$ cat src/rtl/adpll_gain_scheduler.sv
// Gain scheduler for an all-digital PLL. It applies acquisition gains until the phase
// error stays in band long enough, then switches to tracking gains and watches for loss of lock.
module adpll_gain_scheduler #(
    parameter int PDET_WIDTH    = 8,
    parameter int KP_WIDTH      = 5,
    parameter int KI_WIDTH      = 9,
    parameter int LOCK_THRESH   = 4,
    parameter int LOCK_COUNT    = 64,
    parameter int UNLOCK_THRESH = 12,
    parameter int UNLOCK_COUNT  = 8,
    parameter int TIMEOUT_EDGES = 4096
) (
    input  logic                         fpga_clk_i,
    input  logic                         rst_pbn_i,
    input  logic                         start_i,
    input  logic                         err_valid_i,
    input  logic signed [PDET_WIDTH-1:0] error_i,
    input  logic        [KP_WIDTH-1:0]   kp_acq_i,
    input  logic        [KI_WIDTH-1:0]   ki_acq_i,
    input  logic        [KP_WIDTH-1:0]   kp_trk_i,
    input  logic        [KI_WIDTH-1:0]   ki_trk_i,
    output logic                         enable_o,
    output logic        [KP_WIDTH-1:0]   kp_o,
    output logic        [KI_WIDTH-1:0]   ki_o,
    output logic                         locked_o,
    output logic                         lost_o,
    output logic                         fault_o,
    output logic        [1:0]            state_o
);
    localparam logic [1:0] ST_IDLE    = 2'd0;
    localparam logic [1:0] ST_ACQUIRE = 2'd1;
    localparam logic [1:0] ST_TRACK   = 2'd2;
    localparam logic [1:0] ST_FAULT   = 2'd3;

    localparam int IB_W = $clog2(LOCK_COUNT + 1);
    localparam int OB_W = $clog2(UNLOCK_COUNT + 1);
    localparam int TO_W = $clog2(TIMEOUT_EDGES + 1);
    localparam logic [IB_W-1:0] IB_MAX = IB_W'(LOCK_COUNT);
    localparam logic [OB_W-1:0] OB_MAX = OB_W'(UNLOCK_COUNT);
    localparam logic [TO_W-1:0] TO_MAX = TO_W'(TIMEOUT_EDGES);

    localparam logic [PDET_WIDTH-1:0] ERR_MIN   = {1'b1, {(PDET_WIDTH-1){1'b0}}};
    localparam logic [PDET_WIDTH-1:0] ERR_MAX   = {1'b0, {(PDET_WIDTH-1){1'b1}}};
    localparam logic [PDET_WIDTH-1:0] LOCK_TH   = PDET_WIDTH'(LOCK_THRESH);
    localparam logic [PDET_WIDTH-1:0] UNLOCK_TH = PDET_WIDTH'(UNLOCK_THRESH);

    logic [1:0]            r_state;
    logic [KP_WIDTH-1:0]   r_kp;
    logic [KI_WIDTH-1:0]   r_ki;
    logic                  r_enable, r_locked, r_lost, r_fault;
    logic [IB_W-1:0]       r_ib_cnt;
    logic [OB_W-1:0]       r_ob_cnt;
    logic [TO_W-1:0]       r_to_cnt;

    logic [1:0]            w_state_next;
    logic [KP_WIDTH-1:0]   w_kp_next;
    logic [KI_WIDTH-1:0]   w_ki_next;
    logic                  w_enable_next, w_locked_next, w_lost_next, w_fault_next;
    logic [IB_W-1:0]       w_ib_next, w_ib_inc;
    logic [OB_W-1:0]       w_ob_next, w_ob_inc;
    logic [TO_W-1:0]       w_to_next, w_to_inc;
    logic [PDET_WIDTH-1:0] w_mag;
    logic                  w_inband, w_outband;

    // The most negative code has no positive twin, so its magnitude clips to the largest positive code.
    assign w_mag = (error_i == ERR_MIN) ? ERR_MAX
                 : (error_i[PDET_WIDTH-1] ? -error_i : error_i);
    assign w_inband  = err_valid_i && (w_mag <= LOCK_TH);
    assign w_outband = err_valid_i && (w_mag > UNLOCK_TH);

    assign w_ib_inc = (r_ib_cnt == IB_MAX) ? IB_MAX : r_ib_cnt + IB_W'(1);
    assign w_ob_inc = (r_ob_cnt == OB_MAX) ? OB_MAX : r_ob_cnt + OB_W'(1);
    assign w_to_inc = (r_to_cnt == TO_MAX) ? TO_MAX : r_to_cnt + TO_W'(1);

    always_comb begin
        w_state_next  = r_state;
        w_kp_next     = r_kp;
        w_ki_next     = r_ki;
        w_enable_next = r_enable;
        w_locked_next = r_locked;
        w_lost_next   = 1'b0;
        w_fault_next  = r_fault;
        w_ib_next     = r_ib_cnt;
        w_ob_next     = r_ob_cnt;
        w_to_next     = r_to_cnt;
        if (!start_i) begin
            w_state_next  = ST_IDLE;
            w_enable_next = 1'b0;
            w_locked_next = 1'b0;
            w_fault_next  = 1'b0;
            w_ib_next     = '0;
            w_ob_next     = '0;
            w_to_next     = '0;
        end else begin
            case (r_state)
                ST_IDLE: begin
                    w_state_next  = ST_ACQUIRE;
                    w_kp_next     = kp_acq_i;
                    w_ki_next     = ki_acq_i;
                    w_enable_next = 1'b1;
                    w_locked_next = 1'b0;
                    w_fault_next  = 1'b0;
                    w_ib_next     = '0;
                    w_to_next     = '0;
                end
                ST_ACQUIRE: begin
                    if (err_valid_i) begin
                        w_ib_next = w_inband ? w_ib_inc : '0;
                        w_to_next = w_to_inc;
                        // Lock is tested first so it wins a tie with the timeout.
                        if (w_ib_next == IB_MAX) begin
                            w_state_next  = ST_TRACK;
                            w_kp_next     = kp_trk_i;
                            w_ki_next     = ki_trk_i;
                            w_locked_next = 1'b1;
                            w_ob_next     = '0;
                        end else if (w_to_next == TO_MAX) begin
                            w_state_next  = ST_FAULT;
                            w_enable_next = 1'b0;
                            w_fault_next  = 1'b1;
                        end
                    end
                end
                ST_TRACK: begin
                    if (err_valid_i) begin
                        w_ob_next = w_outband ? w_ob_inc : '0;
                        if (w_ob_next == OB_MAX) begin
                            w_state_next  = ST_ACQUIRE;
                            w_kp_next     = kp_acq_i;
                            w_ki_next     = ki_acq_i;
                            w_locked_next = 1'b0;
                            w_lost_next   = 1'b1;
                            w_ib_next     = '0;
                            w_to_next     = '0;
                        end
                    end
                end
                default: begin
                    w_enable_next = 1'b0;
                    w_locked_next = 1'b0;
                    w_fault_next  = 1'b1;
                end
            endcase
        end
    end

    always_ff @(posedge fpga_clk_i or negedge rst_pbn_i) begin
        if (!rst_pbn_i) begin
            r_state  <= ST_IDLE;
            r_kp     <= '0;
            r_ki     <= '0;
            r_enable <= 1'b0;
            r_locked <= 1'b0;
            r_lost   <= 1'b0;
            r_fault  <= 1'b0;
            r_ib_cnt <= '0;
            r_ob_cnt <= '0;
            r_to_cnt <= '0;
        end else begin
            r_state  <= w_state_next;
            r_kp     <= w_kp_next;
            r_ki     <= w_ki_next;
            r_enable <= w_enable_next;
            r_locked <= w_locked_next;
            r_lost   <= w_lost_next;
            r_fault  <= w_fault_next;
            r_ib_cnt <= w_ib_next;
            r_ob_cnt <= w_ob_next;
            r_to_cnt <= w_to_next;
        end
    end

    assign state_o  = r_state;
    assign kp_o     = r_kp;
    assign ki_o     = r_ki;
    assign enable_o = r_enable;
    assign locked_o = r_locked;
    assign lost_o   = r_lost;
    assign fault_o  = r_fault;
endmodule

$ cat config.mk
export PLATFORM = sky130hd
export DESIGN_NAME = adpll_gain_scheduler
export DESIGN_NICKNAME = d
export VERILOG_FILES = /design/src/rtl/adpll_gain_scheduler.sv
export SDC_FILE = /design/constraint.sdc
export NUM_CORES = 1
export LEC_CHECK = 0
export ABC_CLOCK_PERIOD_IN_PS = 4300
export BUFFER_PORTS_ARGS = -buffer_cell sky130_fd_sc_hd__buf_2
export CAP_MARGIN = 20
export CELL_PAD_IN_SITES_DETAIL_PLACEMENT = 1
export CELL_PAD_IN_SITES_GLOBAL_PLACEMENT = 1
export CORE_ASPECT_RATIO = 1.4
export CORE_MARGIN = 10
export CORE_UTILIZATION = 45
export DETAILED_ROUTE_END_ITERATION = 8
export PLACE_DENSITY_LB_ADDON = 0.05
export SETUP_SLACK_MARGIN = 0.1
export SYNTH_ARGS = -nofsm -noshare
export SYNTH_HDL_FRONTEND = slang
export SYNTH_SLANG_ARGS = --single-unit
$ cat constraint.sdc
create_clock -name fpga_clk_i -period 4.3 [get_ports fpga_clk_i]
set_input_delay 0 -clock fpga_clk_i [delete_from_list [all_inputs] [get_ports fpga_clk_i]]
set_output_delay 0 -clock fpga_clk_i [all_outputs]
set_load 0.01 [all_outputs]
# --- Word level (Yosys, flattened, before mapping) ---
# Cells that the tools add are included.
# W data, S select, Z words.
totals:
  register_bits: 44
  input_bits: 40
  output_inout_bits: 20
  word_cells: 108
classes:
  add_sub_neg: 4
  n_lt_le_gt_ge: 2
  n_eq_ne: 23
  muxes: 59
  n_reduce_logical: 10
ops:
  columns: ["op", "count"]
  rows:
  - ["$mux W13", 5]
  - ["$mux W7", 6]
  - ["$pmux W13 S3", 1]
  - ["$mux W9", 4]
  - ["$pmux W9 S3", 1]
  - ["$eq A13 B13 Y1 const B", 2]
  - ["$mux W4", 6]
  - ["$pmux W7 S3", 1]
  - ["$mux W5", 4]
  - ["$ne A3 B3 Y1 const B", 6]
  - ["$mux W1", 17]
  - ["$mux W8", 2]
  - ["$reduce_and A4 Y1", 4]
  - ["$pmux W5 S3", 1]
  - ["$eq A7 B7 Y1 const B", 2]
  - ["$add A13 B1 Y13 const B", 1]
  - ["$mux W2", 6]
  - ["$ne A2 B2 Y1 const B", 5]
  - ["$eq A4 B4 Y1 const B", 2]
  - ["$eq A8 B8 Y1 const B", 1]
  - ["$gt A8 B4 Y1 const B", 1]
  - ["$le A8 B3 Y1 const B", 1]
  - ["$neg A8 Y8", 1]
  - ["$pmux W4 S2", 1]
  - ["15 further kinds", 17]

# --- Longest topological paths before layout ---
# Gate-level depths: netlist of the first run.
logic_depth:
  depth_word: 11
  depth_mapped: 11
  depth_no_buf: 9

# --- Worst setup path after synthesis of the first run ---
# No wires, ideal clock.
synth_timing:
  kind: "flip-flop to flip-flop"
  from: "register r_ib_cnt[0]"
  to: "register r_ki[7], in the netlist ki_o[7]"
  setup_time_ns: 0.073
  arrival_ns: 2.571
  t_required_ns: 4.227
  path_slack_ns: 1.656
  path_stages_with_launch: 10
  synth_period_minus_slack_ns: 2.644
  path_cell_list: "dfrtp_1 ha_1 nand2b_1 a2111o_1 a2111oi_4 nand4bb_4 a221oi_4 buf_6 nor2_1 a21oi_2"
synth_via:
  elab_chain_cells: 6
synth_lines:
  columns: ["item", "line_no", "text"]
  rows:
  - ["from (decl)", "51", "logic [IB_W-1:0] r_ib_cnt;"]
  - ["from (signal assigned)", "167", "r_ib_cnt <= w_ib_next;"]
  - ["$add A7 B1 Y7 or $eq A7 B7 Y1 (tied branches)", "71", "assign w_ib_inc = (r_ib_cnt == IB_MAX) ? IB_MAX : r_ib_cnt + IB_W'(1);"]
  - ["$mux W7 (*)", "71", null]
  - ["$mux W7 (*)", "108", "w_ib_next = w_inband ? w_ib_inc : '0;"]
  - ["$eq A7 B7 Y1 (*)", "111", "if (w_ib_next == IB_MAX) begin"]
  - ["$ne A2 B2 Y1 (no source line) (*)", null, null]
  - ["$reduce_and A6 Y1 (no source line) (*)", null, null]
  - ["to (signal assigned)", "162", "r_ki <= w_ki_next;"]
  - ["to (decl)", "49", "logic [KI_WIDTH-1:0] r_ki;"]
# Mark *: on every way between the ends. The rest lies on a longest branch, timed or not.
# A chain may end at the register's enable or synchronous reset.

# --- Worst setup path after layout of the first run ---
layout_timing:
  from: "register r_ib_cnt[0]"
  to: "register r_ki[5], in the netlist ki_o[5]"
# The elaborated chain is that of the path after synthesis.

==> impl_metrics.env, run 1 <==
export IMPL_post_cts_resized=0
export IMPL_areaGrowthSynthToFinish_pct=18.26
export IMPL_die_area_sq_um=10170
export IMPL_drive_gt1_frac=0.2228
export IMPL_synth_nets=375
export IMPL_place_congestion=0.8108
export IMPL_holdCritPathClass="input port to flop"
export IMPL_core_rowCount=34
export IMPL_fin_skew_ns=0.01008
export IMPL_p_comb_frac=0.285
export IMPL_crit_required_ns=4.52
export IMPL_maxSlewHeadroom=0.6243
export IMPL_cp_slowest_cell="dfrtp_1"
export IMPL_clk_latency_ns=0.31
export IMPL_yosys_warnings=0
export IMPL_outcome="finished, final reports clean"
export IMPL_fmax_ghz=0.3519
export IMPL_grt_pass1_wl_mm=13.65
export IMPL_synth_most_common_cell="dfrtp_1"
export IMPL_dp_hpwl_mm=6.051
export IMPL_cts_clk_slew_worst_paths_ns=0.08
export IMPL_dp_cells=441
export IMPL_nets=436
export IMPL_ys_seq_area_frac=0.3764
export IMPL_netlist_area_sq_um=2925
export IMPL_grt_max_degree=45
export IMPL_instances_no_fill=458
export IMPL_overflow=0
export IMPL_crit_buf_inv=1
export IMPL_path_delay_family="compound AO/OA/AOI/OAI gates"
export IMPL_synthXorXnorAreaFrac=0.02395
export IMPL_synth_top_area_share=0.3764
export IMPL_synth_edff_count=0
export IMPL_synth_top_family_by_area="compound AO/OA/AOI/OAI gates"
export IMPL_vias_per_cell=5.799
export IMPL_die_height_microns=115.4
export IMPL_crit_type="flop to flop"
export IMPL_switchingPower_w=0.0003699
export IMPL_synth_simple_gate_area_frac=0.2156
export IMPL_clock_sinks=44
export IMPL_grt_util_all_layers=0.1644
export IMPL_antenna_left=0
export IMPL_yosys_top_cells_area="dfrtp_1 38%, mux2i_1 5.5%, ha_1 4.7%"
export IMPL_design_core_area_sq_um=6254
export IMPL_synth_area_per_cell_sq_um=9.029
export IMPL_synth_common_cells="44 x dfrtp_1, 33 x nor2_1, 24 x o21ai_0"
export IMPL_rsz0062_at_grt="false"
export IMPL_final_setup_tns_ns=0
export IMPL_synth_compound_area_share=0.2352
export IMPL_drv_slew=0
export IMPL_max_stage_delay_ns=0.45
export IMPL_htreeDepth=2
export IMPL_ios=60
export IMPL_max_cap_violations=0
export IMPL_drc=0
export IMPL_synthMuxAreaShare=0.05475
export IMPL_hold_violations=0
export IMPL_vdd_drop_max_uv=223.7
export IMPL_setup_violations=0
export IMPL_synth_top_area_cell="dfrtp_1"
export IMPL_timing_final_crit_share=0.6609
export IMPL_die_x_microns=88.14
export IMPL_synthArstFlopShare=1.000
export IMPL_portBuffers=59
export IMPL_crit_chain="ha_1 > nand2b_1 > a2111o_1 > a2111oi_4 > nand4bb_4 > a221oi_4 > buf_4 > nor2_1 > a21oi_1"
export IMPL_netlist_instances=324
export IMPL_synthFlopType="dfrtp_1"
export IMPL_crit_path_max_fanout=28
export IMPL_p_total_w=0.001137
export IMPL_power_internal_w=0.0007675
export IMPL_wl_mm=7.977
export IMPL_end_kind="flop"
export IMPL_synth_cell_types=55
export IMPL_start_util=0.4678
export IMPL_p_leak_nw=1.598
export IMPL_drtIter0Drc=125
export IMPL_first_pass_iters=4
export IMPL_holdBufCountCts=8
export IMPL_power_frac_seq=0.433
export IMPL_cts_buffers_inserted=5
export IMPL_num_vias=2656
export IMPL_switching_share=0.3252
export IMPL_post_drt_wl_per_cell_microns=17.42
export IMPL_synth_seq_cells=44
export IMPL_cp_arrival_ns=3.07
export IMPL_antenna_found_initial=0
export IMPL_cts_root_buf="clkbuf_8"
export IMPL_tightest_slew_ns=0.5635
export IMPL_startpoint_type="flop"
export IMPL_diodes=0
export IMPL_cts_tree="done"
export IMPL_min_period_ns=2.842
export IMPL_synth_adder_area_share=0.04705
export IMPL_cts_path_max_buffers=2
export IMPL_pwr_share_clk=0.281
export IMPL_cts_setup_buffers=0
export IMPL_first_global_vias=2891
export IMPL_powerDensity_nw_per_um2=328.8
## kinds of logic after synthesis
logic type      after synthesis
compound gates               93
xor+xnor                      8
fa+ha+maj                    11
buf+inv                      32
flops                        44
mux                          16
simple gates                120
## state kept, by name, summed over array words and instances (netlist names)
signal,count
r_to_cnt,13
ki_o,9
r_ib_cnt,7
kp_o,5
r_ob_cnt,4
state_o,2
enable_o,1
fault_o,1
locked_o,1
lost_o,1
## metal layers
layer  global-route usage  vias up  routed length [microns]
met5                    0        -                        0
met4              0.05456        0                      149
met3              0.04176       13                      355
met2               0.2928       51                     4134
met1               0.1840     1295                     3337
li1                     -     1297                        -
## final cells by class
| class | count | area, sq um |
|---|---|---|
| inverters | 15 | 56.30 |
| repair buffers | 71 | 417.9 |
| clock inverters | 2 | 35.03 |
| clock buffers | 6 | 72.57 |
| fillers | 738 | 2794 |
| multi-input cells | 248 | 1687 |
| well taps | 72 | 90.09 |
| flip-flops and latches | 44 | 1101 |
## cell usage in the layout (no fill, tap or decap), drive strengths merged, types with 3 or more instances in the layout
master       instances
buf                 63
dfrtp               44
nor2                33
o21ai               24
nand2               23
a21oi               23
mux2i               16
inv                 15
o31ai               14
nand3               13
ha                  11
dlygate4sd3          8
and2                 8
and3                 7
nor3                 6
clkbuf               6
xor2                 5
nor3b                4
nand4                4
o22a                 4
nand2b               4
a211oi               4
o211ai               4
xnor2                3
nor2b                3
a22o                 3
a31oi                3
and4                 3
## power by group through the flow
| stage | Combinational, W | Clock (W) | Sequential (W) |
|---|---|---|---|
| after floorplan | 0.000173 | 0 | 0.000520 |
| after global placement | 0.000310 | 0 | 0.000499 |
| after detailed placement | 0.000318 | 0 | 0.000500 |
| after CTS | 0.000327 | 0.000328 | 0.000493 |
| after global routing | 0.000362 | 0.000343 | 0.000500 |
| final | 0.000325 | 0.000320 | 0.000493 |
## stage by stage
step	worst slack (ns)	area [sq um]	util	hold WS (ns)
6_report	1.458	3460	0.5532	0.0003505
5_1_grt	1.247	3460	0.5532	0.01126
4_1_cts	1.473	3440	0.5500	0.001995
3_5_place_dp	1.485	3252	0.5200	0.2433
3_3_place_gp	1.569	3252	0.5200	0.2278
2_1_floorplan	1.656	2925	-	-0.2956
## worst paths after layout
kind | from | to | slack (ns) | cells past startpoint
worst max-delay path | r_ib_cnt[0]$_DFFE_PN0P_ | ki_o[5]$_DFFE_PN0P_ | 1.46 | 9
worst min-delay path | ki_trk_i[3] | ki_o[3]$_DFFE_PN0P_ | 0.0004 | 3
worst max register to register | r_ib_cnt[0]$_DFFE_PN0P_ | ki_o[5]$_DFFE_PN0P_ | 1.46 | 9
worst min register to register | kp_o[1]$_DFFE_PN0P_ | kp_o[1]$_DFFE_PN0P_ | 0.53 | 2
max in group asynchronous | rst_pbn_i | r_to_cnt[5]$_DFFE_PN0P_ | 3.65 | 3
min in group asynchronous | rst_pbn_i | r_ib_cnt[0]$_DFFE_PN0P_ | 0.15 | 2
## tightest hold or removal path: stages
cell and delay [ns]:
buf_2 0.07, mux2i_1 0.06, a21oi_1 0.13
Note: power is estimated with default switching activity, not from simulation.
==> inputs of run 2 (changes only) <==
--- a/config.mk
+++ b/config.mk
@@ -5,14 +5,14 @@
 export SDC_FILE = /design/constraint.sdc
 export NUM_CORES = 1
 export LEC_CHECK = 0
-export ABC_CLOCK_PERIOD_IN_PS = 4300
+export ABC_CLOCK_PERIOD_IN_PS = 2300
 export BUFFER_PORTS_ARGS = -buffer_cell sky130_fd_sc_hd__buf_2
 export CAP_MARGIN = 20
 export CELL_PAD_IN_SITES_DETAIL_PLACEMENT = 1
 export CELL_PAD_IN_SITES_GLOBAL_PLACEMENT = 1
 export CORE_ASPECT_RATIO = 1.4
 export CORE_MARGIN = 10
-export CORE_UTILIZATION = 45
+export CORE_UTILIZATION = 37
 export DETAILED_ROUTE_END_ITERATION = 8
 export PLACE_DENSITY_LB_ADDON = 0.05
 export SETUP_SLACK_MARGIN = 0.1
==> constraint.sdc (replaced) <==
create_clock -name fpga_clk_i -period 2.3 [get_ports fpga_clk_i]
set_input_delay 0 -clock fpga_clk_i [delete_from_list [all_inputs] [get_ports fpga_clk_i]]
set_output_delay 0 -clock fpga_clk_i [all_outputs]
set_load 0.01 [all_outputs]
==> run 2 against run 1 <==
Maximum frequency is 6.8% higher. Critical path depth is 1 higher. The run now ends with setup timing left. Count of clock-buffer cells in the layout is the same. Largest power group unchanged. Largest cell class unchanged. Die area increased by 17%.
==> impl_metrics.env, run 2 (synthesis results as in run 1) <==
export IMPL_die_x_microns=95.15
export IMPL_crit_buf_inv=2
export IMPL_drtIter0Drc=71
export IMPL_grt_util_all_layers=0.1633
export IMPL_crit_required_ns=2.53
export IMPL_crit_type="flop to flop"
export IMPL_r2r_cells=10
export IMPL_htreeDepth=2
export IMPL_cp_depth=10
export IMPL_cts_path_max_buffers=2
export IMPL_holdCritPathClass="input port to flop"
export IMPL_vias_per_cell=5.360
export IMPL_seq_area_sq_um=1101
export IMPL_most_common_layout_cells="59 x buf_2, 46 x buf_4, 44 x dfrtp_1"
export IMPL_start_util=0.3775
export IMPL_clock_sinks=44
export IMPL_post_drt_wl_per_cell_microns=18.22
export IMPL_fmax_ghz=0.3758
export IMPL_failed_checks="setup timing"
export IMPL_die_height_microns=125.2
export IMPL_vdd_drop_max_uv=337.1
export IMPL_p_leak_nw=1.923
export IMPL_drv_slew=0
export IMPL_cp_slowest_cell="a2111o_1"
export IMPL_dp_hpwl_mm=7.342
export IMPL_crit_chain="ha_2 > nand2b_4 > a2111o_1 > a2111oi_4 > nand4bb_4 > a221oi_4 > buf_6 > clkbuf_16 > nor2_2 > a21oi_1"
export IMPL_die_area_sq_um=11910
export IMPL_maxSlewHeadroom=0.6952
export IMPL_cts_root_buf="clkbuf_8"
export IMPL_grt_pass1_wl_mm=15.86
export IMPL_cts_tree="done"
export IMPL_instances_no_fill=542
export IMPL_timing_final_crit_share=1.157
export IMPL_areaGrowthSynthToFinish_pct=41.96
export IMPL_whs_path_depth=3
export IMPL_drive_gt1_frac=0.3937
export IMPL_layout_commonest_cell="buf_2"
export IMPL_overflow=0
export IMPL_place_congestion=0.7714
export IMPL_antenna_found_initial=0
export IMPL_powerDensity_nw_per_um2=553.8
export IMPL_end_kind="flop"
export IMPL_wl_mm=9.877
export IMPL_design_core_area_sq_um=7750
export IMPL_startpoint_type="flop"
export IMPL_max_stage_delay_ns=0.44
export IMPL_path_delay_family="compound AO/OA/AOI/OAI gates"
export IMPL_min_period_ns=2.661
export IMPL_ios=60
export IMPL_antenna_left=0
export IMPL_num_fill_cells=917
export IMPL_drc=0
export IMPL_first_pass_iters=4
export IMPL_fin_skew_ns=0.004730
export IMPL_timing_final_ws_setup_ns=-0.3608
export IMPL_first_global_vias=3288
export IMPL_core_rowCount=38
export IMPL_largest_reg_flops=13
export IMPL_outcome="finished, violations left"
export IMPL_postLayoutCoreUtil=0.5358
export IMPL_cts_buffers_inserted=5
export IMPL_final_setup_tns_ns=-6.818
export IMPL_clk_latency_ns=0.30
export IMPL_tightest_slew_ns=0.4572
export IMPL_largest_register="r_to_cnt"
export IMPL_multi_input_area_sq_um=1856
export IMPL_rsz0062_at_grt="true"
export IMPL_cts_clk_slew_worst_paths_ns=0.09
export IMPL_crit_path_max_fanout=7
export IMPL_diodes=0
export IMPL_hold_violations=0
export IMPL_portBuffers=59
export IMPL_dp_cells=510
export IMPL_num_vias=2905
export IMPL_nets=492
export IMPL_max_cap_violations=0
export IMPL_cp_arrival_ns=2.89
export IMPL_setup_violations=22
export IMPL_grt_max_degree=29
==> run 2: metal layers <==
metal  vias up  track usage  share of wire
li1       1408            -              -
met3        14      0.04731          0.046
met2        55       0.3119           0.58
met1      1428       0.1609           0.36
met5         -            0              0
met4         0      0.04682          0.015
==> run 2: report_power, final <==
part | switching, W | leakage, nW | internal (W)
combinational | 0.000425 | 1.30 | 0.000353
sequential | 0.0000589 | 0.569 | 0.000863
clock | 0.000278 | 0.0552 | 0.000323
total | 0.000762 | 1.92 | 0.00154
==> run 2: worst reg2reg max path: stages, from the launching register on <==
cell       delay (ns)
dfrtp_1          0.42
ha_2             0.21
nand2b_4         0.14
a2111o_1         0.44
a2111oi_4        0.41
nand4bb_4        0.22
a221oi_4         0.30
buf_6            0.16
clkbuf_16        0.15
nor2_2           0.03
a21oi_1          0.11
==> run 2: cell type report <==
class	count	share of cell area
Multi-Input combinational cell	248	0.4468
Sequential cell	44	0.2651
Timing Repair Buffer	127	0.2184
Tap cell	100	0.03013
Clock buffer	6	0.01748
Inverter	15	0.01356
Clock inverter	2	0.008436
==> run 2: path summary, 6_finish.rpt <==
kind | end | start | slack [ns]
setup / recovery | ki_o[1]$_DFFE_PN0P_ | r_ib_cnt[0]$_DFFE_PN0P_ | -0.36
hold / removal | ki_o[3]$_DFFE_PN0P_ | ki_acq_i[3] | 0.006
setup reg to reg | ki_o[1]$_DFFE_PN0P_ | r_ib_cnt[0]$_DFFE_PN0P_ | -0.36
hold reg to reg | ki_o[8]$_DFFE_PN0P_ | ki_o[8]$_DFFE_PN0P_ | 0.53
max in group asynchronous | locked_o$_DFFE_PN0P_ | rst_pbn_i | 1.56
min in group asynchronous | r_ib_cnt[5]$_DFFE_PN0P_ | rst_pbn_i | 0.15
==> run 2: per-stage QoR <==
stage	instance area (sq um)	power (W)	setup WS [ns]	hold WS, ns
after CTS	3978	0.002247	-0.2570	0.0007284
after global placement	3645	0.001570	-0.1703	-0.05302
final	4153	0.002300	-0.3608	0.005664
after global routing	4153	0.002438	-0.4571	0.007896
after detailed placement	3645	0.001588	-0.2510	-0.03871
after floorplan	2974	0.001305	-0.2111	-0.2956
==> run 2: repair_timing <==
action	4_1_cts	5_1_grt
endpoints found under the setup margin	32	41
hold buffers	14	0
resized for setup	16	32
pin swaps	9	9
buffers inserted	6	4
endpoints found under the hold margin	22	0
cloned	0	2
==> inputs of run 3 (changes only) <==
--- a/config.mk
+++ b/config.mk
@@ -5,6 +5,7 @@
 export SDC_FILE = /design/constraint.sdc
 export NUM_CORES = 1
 export LEC_CHECK = 0
+export ABC_AREA = 0
 export ABC_CLOCK_PERIOD_IN_PS = 2300
 export BUFFER_PORTS_ARGS = -buffer_cell sky130_fd_sc_hd__buf_2
 export CAP_MARGIN = 20
@@ -15,7 +16,6 @@
 export CORE_UTILIZATION = 37
 export DETAILED_ROUTE_END_ITERATION = 8
 export PLACE_DENSITY_LB_ADDON = 0.05
-export SETUP_SLACK_MARGIN = 0.1
 export SYNTH_ARGS = -nofsm -noshare
 export SYNTH_HDL_FRONTEND = slang
 export SYNTH_SLANG_ARGS = --single-unit
==> run 3 against run 2 <==
The run still ends with setup timing left. Global-route usage is 0.80 points higher. Wire length is 9.5% higher. Sequential share of layout area shrank 2.5 points.
==> impl_metrics.env, run 3 (synthesis results as in run 1) <==
export IMPL_diodes=0
export IMPL_largest_register="r_to_cnt"
export IMPL_most_common_layout_cells="68 x buf_4, 59 x buf_2, 44 x dfrtp_1"
export IMPL_wl_mm=10.81
export IMPL_failed_checks="setup timing"
export IMPL_switchingPower_w=0.0008417
export IMPL_end_kind="flop"
export IMPL_power_internal_w=0.001808
export IMPL_hold_violations=0
export IMPL_r2r_start="r_ib_cnt[0]$_DFFE_PN0P_"
export IMPL_p_comb_frac=0.325
export IMPL_whs_path_depth=3
export IMPL_min_to="ki_o[1]$_DFFE_PN0P_"
export IMPL_power_frac_seq=0.355
export IMPL_cts_path_max_buffers=2
export IMPL_max_cap_violations=0
export IMPL_startpoint_type="flop"
export IMPL_vdd_drop_max_uv=432.3
export IMPL_dp_hpwl_mm=6.850
export IMPL_ios=60
export IMPL_htreeDepth=2
export IMPL_crit_type="flop to flop"
export IMPL_die_x_microns=95.15
export IMPL_clk_latency_ns=0.32
export IMPL_antenna_left=0
export IMPL_core_rowCount=38
export IMPL_antenna_found_initial=0
export IMPL_overflow=0
export IMPL_fin_skew_ns=0.009055
export IMPL_r2r_cells=10
export IMPL_layout_commonest_cell="buf_4"
export IMPL_powerDensity_nw_per_um2=579.1
export IMPL_clock_sinks=44
export IMPL_cp_arrival_ns=2.90
export IMPL_crit_required_ns=2.55
export IMPL_vias_per_cell=5.383
export IMPL_areaGrowthSynthToFinish_pct=56.42
export IMPL_die_height_microns=125.2
export IMPL_timing_final_ws_setup_ns=-0.3545
export IMPL_first_pass_iters=4
export IMPL_setup_violations=22
export IMPL_design_core_area_sq_um=7750
export IMPL_grt_max_degree=31
export IMPL_grt_pass1_wl_mm=16.55
export IMPL_p_total_w=0.002650
export IMPL_drive_gt1_frac=0.4494
export IMPL_cts_tree="done"
export IMPL_min_period_ns=2.654
export IMPL_portBuffers=59
export IMPL_drc=0
export IMPL_cts_clk_slew_worst_paths_ns=0.09
export IMPL_timing_final_crit_share=1.154
export IMPL_nets=524
export IMPL_start_util=0.3775
export IMPL_cts_buffers_inserted=5
export IMPL_die_area_sq_um=11910
export IMPL_holdCritPathClass="input port to flop"
export IMPL_maxSlewHeadroom=0.7349
export IMPL_r2r_end="ki_o[6]$_DFFE_PN0P_"
export IMPL_p_leak_nw=2.143
export IMPL_crit_path_max_fanout=7
export IMPL_grt_util_all_layers=0.1713
export IMPL_outcome="finished, violations left"
export IMPL_placed_area_sq_um=3746
export IMPL_num_vias=3090
export IMPL_fmax_ghz=0.3767
export IMPL_place_congestion=0.8226
export IMPL_switching_share=0.3177
export IMPL_rsz0062_at_grt="true"
export IMPL_drtIter0Drc=78
export IMPL_cts_root_buf="clkbuf_8"
export IMPL_min_from="ki_acq_i[1]"
export IMPL_drv_slew=0
export IMPL_first_global_vias=3398
export IMPL_finalInstanceArea_sq_um=4576
export IMPL_largest_reg_flops=13
export IMPL_r2r_setup_slack_ns=-0.35
export IMPL_post_drt_wl_per_cell_microns=18.84
export IMPL_pwr_share_clk=0.320
export IMPL_tightest_slew_ns=0.3976
-- run 3: changes by cell type in the layout (fill, tap and decap cells not counted), moves of 3 or more --
cell,delta
a21oi_1,-3
a21oi_2,+3
buf_4,+22
dlygate4sd3_1,+11
nor2_1,-6
nor2_2,+3
nor2_4,+3
-- run 3: repair_timing --
action                                  4_1_cts  5_1_grt
gates cloned                                  2        0
hold endpoints to repair                     26        0
endpoints found under the setup margin       27       39
setup buffers                                 5        7
hold buffers                                 25        0
pin swaps                                     5       13
resized for setup                            16       64
-- run 3: cell type report --
cell class | instances | area (sq um)
fillers | 880 | 3174
multi-input cells | 248 | 1958
repair buffers | 159 | 1176
flip-flops and latches | 44 | 1101
well taps | 100 | 125.1
clock inverters | 3 | 90.09
clock buffers | 5 | 68.82
inverters | 15 | 56.30
-- run 3: power by group through the flow --
stage | Combinational [W] | Clock [W] | Sequential [W]
after floorplan | 0.000326 | 0 | 0.000972
after global placement | 0.000628 | 0 | 0.000929
after detailed placement | 0.000650 | 0 | 0.000930
after CTS | 0.000772 | 0.000864 | 0.000917
after global routing | 0.000933 | 0.000892 | 0.000951
final | 0.000861 | 0.000847 | 0.000942
-- run 3: how the worst max path moves through the flow --
stage	to	depth (start not counted)	start	slack, ns
final	ki_o[6]$_DFFE_PN0P_	10	r_ib_cnt[0]$_DFFE_PN0P_	-0.35
after global placement	r_ob_cnt[0]$_DFFE_PN0P_	9	r_ib_cnt[0]$_DFFE_PN0P_	-0.16
after detailed placement	kp_o[1]$_DFFE_PN0P_	10	r_ib_cnt[0]$_DFFE_PN0P_	-0.22
after global routing	r_ob_cnt[3]$_DFFE_PN0P_	10	r_ib_cnt[0]$_DFFE_PN0P_	-0.51
after CTS	ki_o[0]$_DFFE_PN0P_	11	r_ib_cnt[0]$_DFFE_PN0P_	-0.22
after floorplan	ki_o[7]$_DFFE_PN0P_	9	r_ib_cnt[0]$_DFFE_PN0P_	-0.21
-- run 3: critical path, cell delays in order, from the launching register on --
cell and delay, ns:
dfrtp_1 0.42, ha_2 0.20, nand2b_4 0.13, a2111o_1 0.45, a2111oi_4 0.40, nand4bb_4 0.20, a221oi_4 0.30, buf_6 0.19
buf_12 0.14, nor2_2 0.04, a21oi_2 0.12
-- run 3: per-stage QoR --
stage | util | cells | setup WS (ns) | setup TNS [ns] | hold slack, ns
after floorplan | - | 324 | -0.2112 | -2.876 | -0.2956
after global placement | 0.4834 | 527 | -0.1607 | -2.591 | -0.05842
after detailed placement | 0.4834 | 527 | -0.2239 | -3.811 | -0.06143
after CTS | 0.5539 | 567 | -0.2245 | -4.016 | 0.02343
after global routing | 0.5904 | 574 | -0.5147 | -10.83 | 0.05474
final | 0.5904 | 574 | -0.3545 | -6.907 | 0.03035
-- run 3: per-layer routing --
metal / routed length, microns / vias up / share of wire / global-route usage
met5: 0 / - / 0 / 0
li1: - / 1471 / - / -
met3: 420 / 11 / 0.039 / 0.04371
met4: 146 / 0 / 0.014 / 0.05565
met2: 6176 / 52 / 0.57 / 0.3175
met1: 4069 / 1556 / 0.38 / 0.1783
